`src/rtl/reg_bus_pkg.sv`:
```
// reg_bus_pkg: sequencer state encoding, idle strobe level and index-width helper
package reg_bus_pkg;
    typedef enum logic [1:0] {IDLE, DRIVE, LATCH, TURN} state_e;
    localparam logic [15:0] STROBE_IDLE = '1;
    function automatic int idx_w(input int n);
        return (n < 3) ? 1 : $clog2(n);
    endfunction
endpackage

```
`src/rtl/onehot_bar_dec.sv`:
```
// onehot_bar_dec: active-low one-hot decode of idx; all ones while en is low
module onehot_bar_dec
    import reg_bus_pkg::*;
#(
    parameter int NREG = 4,
    parameter int IDXW = idx_w(NREG)
) (
    input  logic [IDXW-1:0] idx,
    input  logic            en,
    output logic [NREG-1:0] out_bar
);
    always_comb out_bar = en ? ~(NREG'(1) << idx) : STROBE_IDLE[NREG-1:0];
endmodule

```
`src/rtl/reg_bus_sequencer.sv`:
```
// reg_bus_sequencer: sequences tri-state bus register transfers with registered active-low strobes
// Define REG_BUS_TURNAROUND_EN to add an idle bus (TURN) cycle after every load.
module reg_bus_sequencer
    import reg_bus_pkg::*;
#(
    parameter int NREG = 4,
    parameter int IDXW = idx_w(NREG)
) (
    input  logic            clk,
    input  logic            rst_bar,
    input  logic            req_valid,
    output logic            req_ready,
    input  logic [IDXW-1:0] req_src,
    input  logic [IDXW-1:0] req_dst,
    input  logic            req_ext,
    output logic [NREG-1:0] rd_bar,
    output logic [NREG-1:0] wr_bar,
    output logic            ext_oe_bar,
    output logic            busy,
    output logic            done,
    output logic            err
);
    state_e          state_q, state_d;
    logic [IDXW-1:0] src_q, src_d, dst_q, dst_d;
    logic            ext_q, ext_d;
    logic [NREG-1:0] rd_bar_q, rd_bar_d, wr_bar_q, wr_bar_d;
    logic            ext_oe_bar_q, ext_oe_bar_d, done_q, done_d, err_q, err_d;
    logic            accept, rej, src_on;

    always_comb begin
        accept = req_valid && req_ready;
        rej    = int'(req_dst) >= NREG || (!req_ext && (int'(req_src) >= NREG || req_src == req_dst));
        src_d  = accept ? req_src : src_q;
        dst_d  = accept ? req_dst : dst_q;
        ext_d  = accept ? req_ext : ext_q;
        case (state_q)
            IDLE:    state_d = (accept && !rej) ? DRIVE : IDLE;
            DRIVE:   state_d = LATCH;
`ifdef REG_BUS_TURNAROUND_EN
            LATCH:   state_d = TURN;
`else
            LATCH:   state_d = IDLE;
`endif
            default: state_d = IDLE;
        endcase
        // Strobes are computed from the next state so they appear in the first cycle of that state.
        src_on       = state_d == DRIVE || state_d == LATCH;
        ext_oe_bar_d = !(src_on && ext_d);
        done_d       = state_q == LATCH;
        err_d        = accept && rej;
    end

    onehot_bar_dec #(.NREG(NREG), .IDXW(IDXW)) u_rd_dec (
        .idx     (src_d),
        .en      (src_on && !ext_d),
        .out_bar (rd_bar_d)
    );

    onehot_bar_dec #(.NREG(NREG), .IDXW(IDXW)) u_wr_dec (
        .idx     (dst_d),
        .en      (state_d == LATCH),
        .out_bar (wr_bar_d)
    );

    always_ff @(posedge clk or negedge rst_bar) begin
        if (!rst_bar) begin
            state_q      <= IDLE;
            src_q        <= '0;
            dst_q        <= '0;
            ext_q        <= 1'b0;
            rd_bar_q     <= STROBE_IDLE[NREG-1:0];
            wr_bar_q     <= STROBE_IDLE[NREG-1:0];
            ext_oe_bar_q <= 1'b1;
            done_q       <= 1'b0;
            err_q        <= 1'b0;
        end else begin
            state_q      <= state_d;
            src_q        <= src_d;
            dst_q        <= dst_d;
            ext_q        <= ext_d;
            rd_bar_q     <= rd_bar_d;
            wr_bar_q     <= wr_bar_d;
            ext_oe_bar_q <= ext_oe_bar_d;
            done_q       <= done_d;
            err_q        <= err_d;
        end
    end

    assign req_ready  = state_q == IDLE;
    assign busy       = state_q != IDLE;
    assign rd_bar     = rd_bar_q;
    assign wr_bar     = wr_bar_q;
    assign ext_oe_bar = ext_oe_bar_q;
    assign done       = done_q;
    assign err        = err_q;
endmodule
```
`config.mk`:
```
export PLATFORM = sky130hd
export DESIGN_NAME = reg_bus_sequencer
export DESIGN_NICKNAME = d
export VERILOG_FILES = /design/src/rtl/reg_bus_pkg.sv /design/src/rtl/onehot_bar_dec.sv /design/src/rtl/reg_bus_sequencer.sv
export SDC_FILE = /design/constraint.sdc
export NUM_CORES = 1
export LEC_CHECK = 0
export ABC_AREA = 1
export ABC_CLOCK_PERIOD_IN_PS = 3500
export BUFFER_PORTS_ARGS = -buffer_cell sky130_fd_sc_hd__buf_2
export CAP_MARGIN = 20
export CELL_PAD_IN_SITES_DETAIL_PLACEMENT = 0
export CELL_PAD_IN_SITES_GLOBAL_PLACEMENT = 1
export CORE_MARGIN = 2
export CORE_UTILIZATION = 39
export CTS_BUF_LIST = sky130_fd_sc_hd__clkbuf_16
export CTS_CLUSTER_SIZE = 30
export DETAILED_ROUTE_END_ITERATION = 16
export GPL_TIMING_DRIVEN = 1
export PLACE_DENSITY_LB_ADDON = 0.1
export SLEW_MARGIN = 20
export SYNTH_ARGS = -nofsm -noshare
export SYNTH_HDL_FRONTEND = slang
export SYNTH_SLANG_ARGS = --single-unit
```
`constraint.sdc`:
```
create_clock -name clk -period 3.5 [get_ports clk]
set_input_delay 0.7 -clock clk [delete_from_list [all_inputs] [get_ports clk]]
set_output_delay 0.7 -clock clk [all_outputs]
set_load 0.03 [all_outputs]
```
**Yosys cells after proc, flatten, opt, wreduce, memory -nomap -nowiden**

Index checks and enable logic that the tools add are counted.
W data, S select, Z words.

- Register bits after elaboration: 18
- Input bits: 8
- Output and inout bits: 13
- Logic and storage cells: 38

- Equality and inequality tests: 5
- Shifts and indexed selects: 2
- Mux-type cells: 7
- Bitwise gates (word level): 2
- Reduce and logical (&&, ||, !) cells: 13

Operator list:

| operator | number |
|---|---|
| $mux W4 | 2 |
| $not A4 Y4 | 2 |
| $shl A1 B2 Y4 const A | 2 |
| $logic_and A1 B1 Y1 | 6 |
| $eq A2 B1 Y1 const B | 2 |
| $eq A2 B2 Y1 const B | 2 |
| $logic_not A1 Y1 | 4 |
| $mux W2 | 2 |
| $pmux W2 S2 | 1 |
| $eq A2 B2 Y1 | 1 |
| $logic_not A2 Y1 | 1 |
| $mux W1 | 2 |
| $reduce_bool A2 Y1 | 1 |
| $logic_or A1 B1 Y1 | 1 |

**Logic depth before layout (Yosys ltp)**

- Depth after elaboration: 10
- Gate-level depth with buffers: 7

**Cells and area by module**

From an unflattened synthesis, not the netlist that was laid out.

- Cell total of the unflattened synthesis: 68
- Area total of the unflattened synthesis: 691.9 sq um

By module, submodules not included:

| module | times used | cells each | area each (sq um) | sequential area each (sq um) |
|---|---|---|---|---|
| reg_bus_sequencer | 1 | 54 | 631.9 | 461.7 |
| onehot_bar_dec | 2 | 7 | 30.0 | 0.0 |

**Worst setup path after synthesis**

OpenSTA, ideal clock, no wires.

- Path type: register to output
- From: register state_q[1]
- To: output port busy
- Arrival: 0.881 ns
- Setup slack: 1.919 ns
- Cell stages (with the launch flop): 3
- Buffers on the path: 0
- Cell sequence: dfrtp_1 nor2_4 inv_1

- Longest elaborated chain between the ends: 1

Ends and longest elaborated chain:

| element | line | text |
|---|---|---|
| from (decl) | reg_bus_sequencer.sv:23 | `state_e state_q, state_d;` |
| from (signal assigned) | reg_bus_sequencer.sv:77 | `state_q <= state_d;` |
| $reduce_bool A2 Y1 | reg_bus_sequencer.sv:90 | `assign busy = state_q != IDLE;` |
| to (decl) | reg_bus_sequencer.sv:19 | `output logic busy,` |

Every way passes these cells.

**Worst setup path after layout**

- From: register state_q[1]
- To: output port req_ready

- Longest elaborated chain between the ends: 1

Ends and longest elaborated chain:

| element | line | text |
|---|---|---|
| $logic_not A2 Y1 | reg_bus_sequencer.sv:89 | `assign req_ready = state_q == IDLE;` |
| to (decl) | reg_bus_sequencer.sv:12 | `output logic req_ready,` |

Every way passes these cells.

==> impl_metrics.tcl <==
set metrics [dict create \
    synth_seq_cells 18 \
    finalSetupTns_ns 0 \
    clock_latency_ns 0.24 \
    yosysTopAreaCell "dfstp_2" \
    h-tree-depth 1 \
    cts_hold_buf 0 \
    relSlewSlack_pct 74.1 \
    netlist_area_um2 759 \
    dp_hpwl_mm 1.01 \
    clock.fmax_ghz 0.572 \
    final-seq-area_um2 462 \
    cts.repair.resized 0 \
    fp.dieH_um 48.1 \
    syn_to_final_growth_pct 26.2 \
    diodes 0 \
    row_count 15 \
    numCtsBuffers 3 \
    core_area_um2 1780 \
    grt_first_pass_wirelength_mm 2.17 \
    yosys-top-cells-count "15 x inv_1, 13 x nand2_1, 11 x nand3_1" \
    postSynthCellCount 78 \
    ys_warn_count 0 \
    grt_usage_pct 14.2 \
    fin_crit_ns 1.75 \
    clk_pin_slew_ns 0.05 \
    power_density_nw_per_um2 667 \
    avgRoutedWirePerCell_um 10.2 \
    maxCapViolCount 0 \
    placed_cell_area_um2 880 \
    rrSetupSlack_ns 2.29 \
    r2r_end "ext_oe_bar" \
    cts_max_path_buffers 2 \
    start_util_pct 42.6 \
    synth_top_area_share_pct 31.1 \
    drtIter0Drc 6 \
    grt-ovfl-total 0 \
    critPathKind "reg2out" \
    postCtsSetupRepairBufs 0 \
    portBuffers 20 \
    fp.dieArea_um2 2320 \
    synth.distinct_cells 13 \
    design_area_um2 958 \
    synthFlopType "dfstp_2" \
    antenna_found_initial 0 \
    vias 542 \
    ioPinCount 21 \
    vias_per_cell 4.30 \
    routed_wl_mm 1.29 \
    synth.avg_cell_area_um2 9.74 \
    drtAntennaViolNets 0 \
    worstSetupEndpointType "output port" \
    syn_nets 86 \
    setup_viol 0 \
    clockRootBuffer "clkbuf_16" \
    die_x_um 48.1 \
    async_reset_ff_share_pct 100 \
    yosysMostFrequentCell "inv_1" \
    dp_cells 122 \
    drv_slew 0 \
    grt_max_degree 19 \
    post-route-period-util_pct 50.0 \
    r2r_start "state_q[1]" \
    start_kind "flip-flop" \
    drtPass1Iterations 3 \
    multiInputGateArea_um2 223 \
    rsz0062_at_grt "false" \
    grt_pass1_vias 512 \
    cts_sinks 18 \
    hold_viol 0 \
    drive_gt1_share_pct 44.6 \
    ys_seq_area_share_pct 60.8 \
    drc_errors 0 \
    tightest_slew_ns 0.389 \
    critPathRequiredTime_ns 2.80 \
    fin_skew_ns 0.000554 \
    min_path_type "in2async" \
    cts_tree "built" \
    path_max_fanout 5 \
    stdcell_count 126 \
    fin_nets 110 \
    n_fill_cell 176 \
    r2r_cells 5 \
    leakagePower_uw 0.000499 \
    synth_edf_count 0 \
    p_total_uw 639 \
    ir_worst_vdd_uv 326 \
    status "completed" \
    netlist_top_cells_area "dfstp_2 31%, dfrtp_1 30%, inv_1 7.4%" \
    whs_ns 0.375 \
    cp_data_arrival_time_ns 1.05 \
    gp_congestion 0.727 \
]
==> per-layer routing <==
metal  vias up  share of wire [%]  GRT usage [%]
met5         -                  0              0
met4         0                1.5           8.11
met3         2                3.2           2.22
met2        10                 50           22.7
met1       247                 45           18.4
li1        283                  -              -
==> through the flow <==
step | util [%] | setup slack, ns
finish | 53.8 | 1.75
global placement | 49.3 | 2.02
CTS | 53.8 | 1.74
global route | 53.8 | 1.69
detailed placement | 49.3 | 2.01
floorplan | - | 1.92
==> placed cells by master, fill, tap and decap left out <==
master / n
dfrtp_1: 9
nor2_4: 1
nand2_2: 4
nand3_1: 11
inv_2: 2
a21oi_1: 1
inv_1: 15
clkbuf_16: 3
nand2_4: 1
nor2_1: 6
dfstp_2: 9
clkinv_1: 1
o21ai_2: 5
buf_2: 20
nand2_1: 13
==> state kept, by name, indices dropped and copies added, names as in the netlist <==
| signal | cells |
|---|---|
| ext_q | 1 |
| dst_q | 2 |
| rd_bar | 4 |
| done | 1 |
| wr_bar | 4 |
| state_q | 2 |
| err | 1 |
| src_q | 2 |
| ext_oe_bar | 1 |
==> power by group <==
group / total (uW) / internal (uW) / switching [uW]
registers: 258 / 246 / 11.9
clock network: 222 / 151 / 70.2
logic: 160 / 46.5 / 113
total: 639 / 444 / 195
==> worst max path at each step <==
stage,startpoint,endpoint,slack (ns),cells past startpoint
finish,state_q[1],req_ready,1.75,2
global route,state_q[1],busy,1.69,3
CTS,state_q[1],req_ready,1.74,2
detailed placement,state_q[1],req_ready,2.01,2
global placement,state_q[1],req_ready,2.02,2
floorplan,state_q[1],busy,1.92,2
==> cell type report <==
class / instances / area share, %
multi-input cells: 42 / 23.2
clock buffers: 3 / 7.83
repair buffers: 20 / 10.4
flip-flops and latches: 18 / 48.2
inverters: 17 / 6.66
clock inverters: 1 / 0.392
well taps: 25 / 3.26
==> worst max-delay path, cell delays in order, from the launching register on <==
cell and delay, ns:
dfrtp_1 0.40, nor2_4 0.18, buf_2 0.22
==> cell families (layout without fill, tap and decap cells) <==
kind of cell,count (synthesis),after routing,share of synthesized area (%)
buf+inv,18,41,9.88
compound gates,6,6,6.42
flops,18,18,60.8
simple gates,36,36,22.9
(Power assumes the default switching activity.)
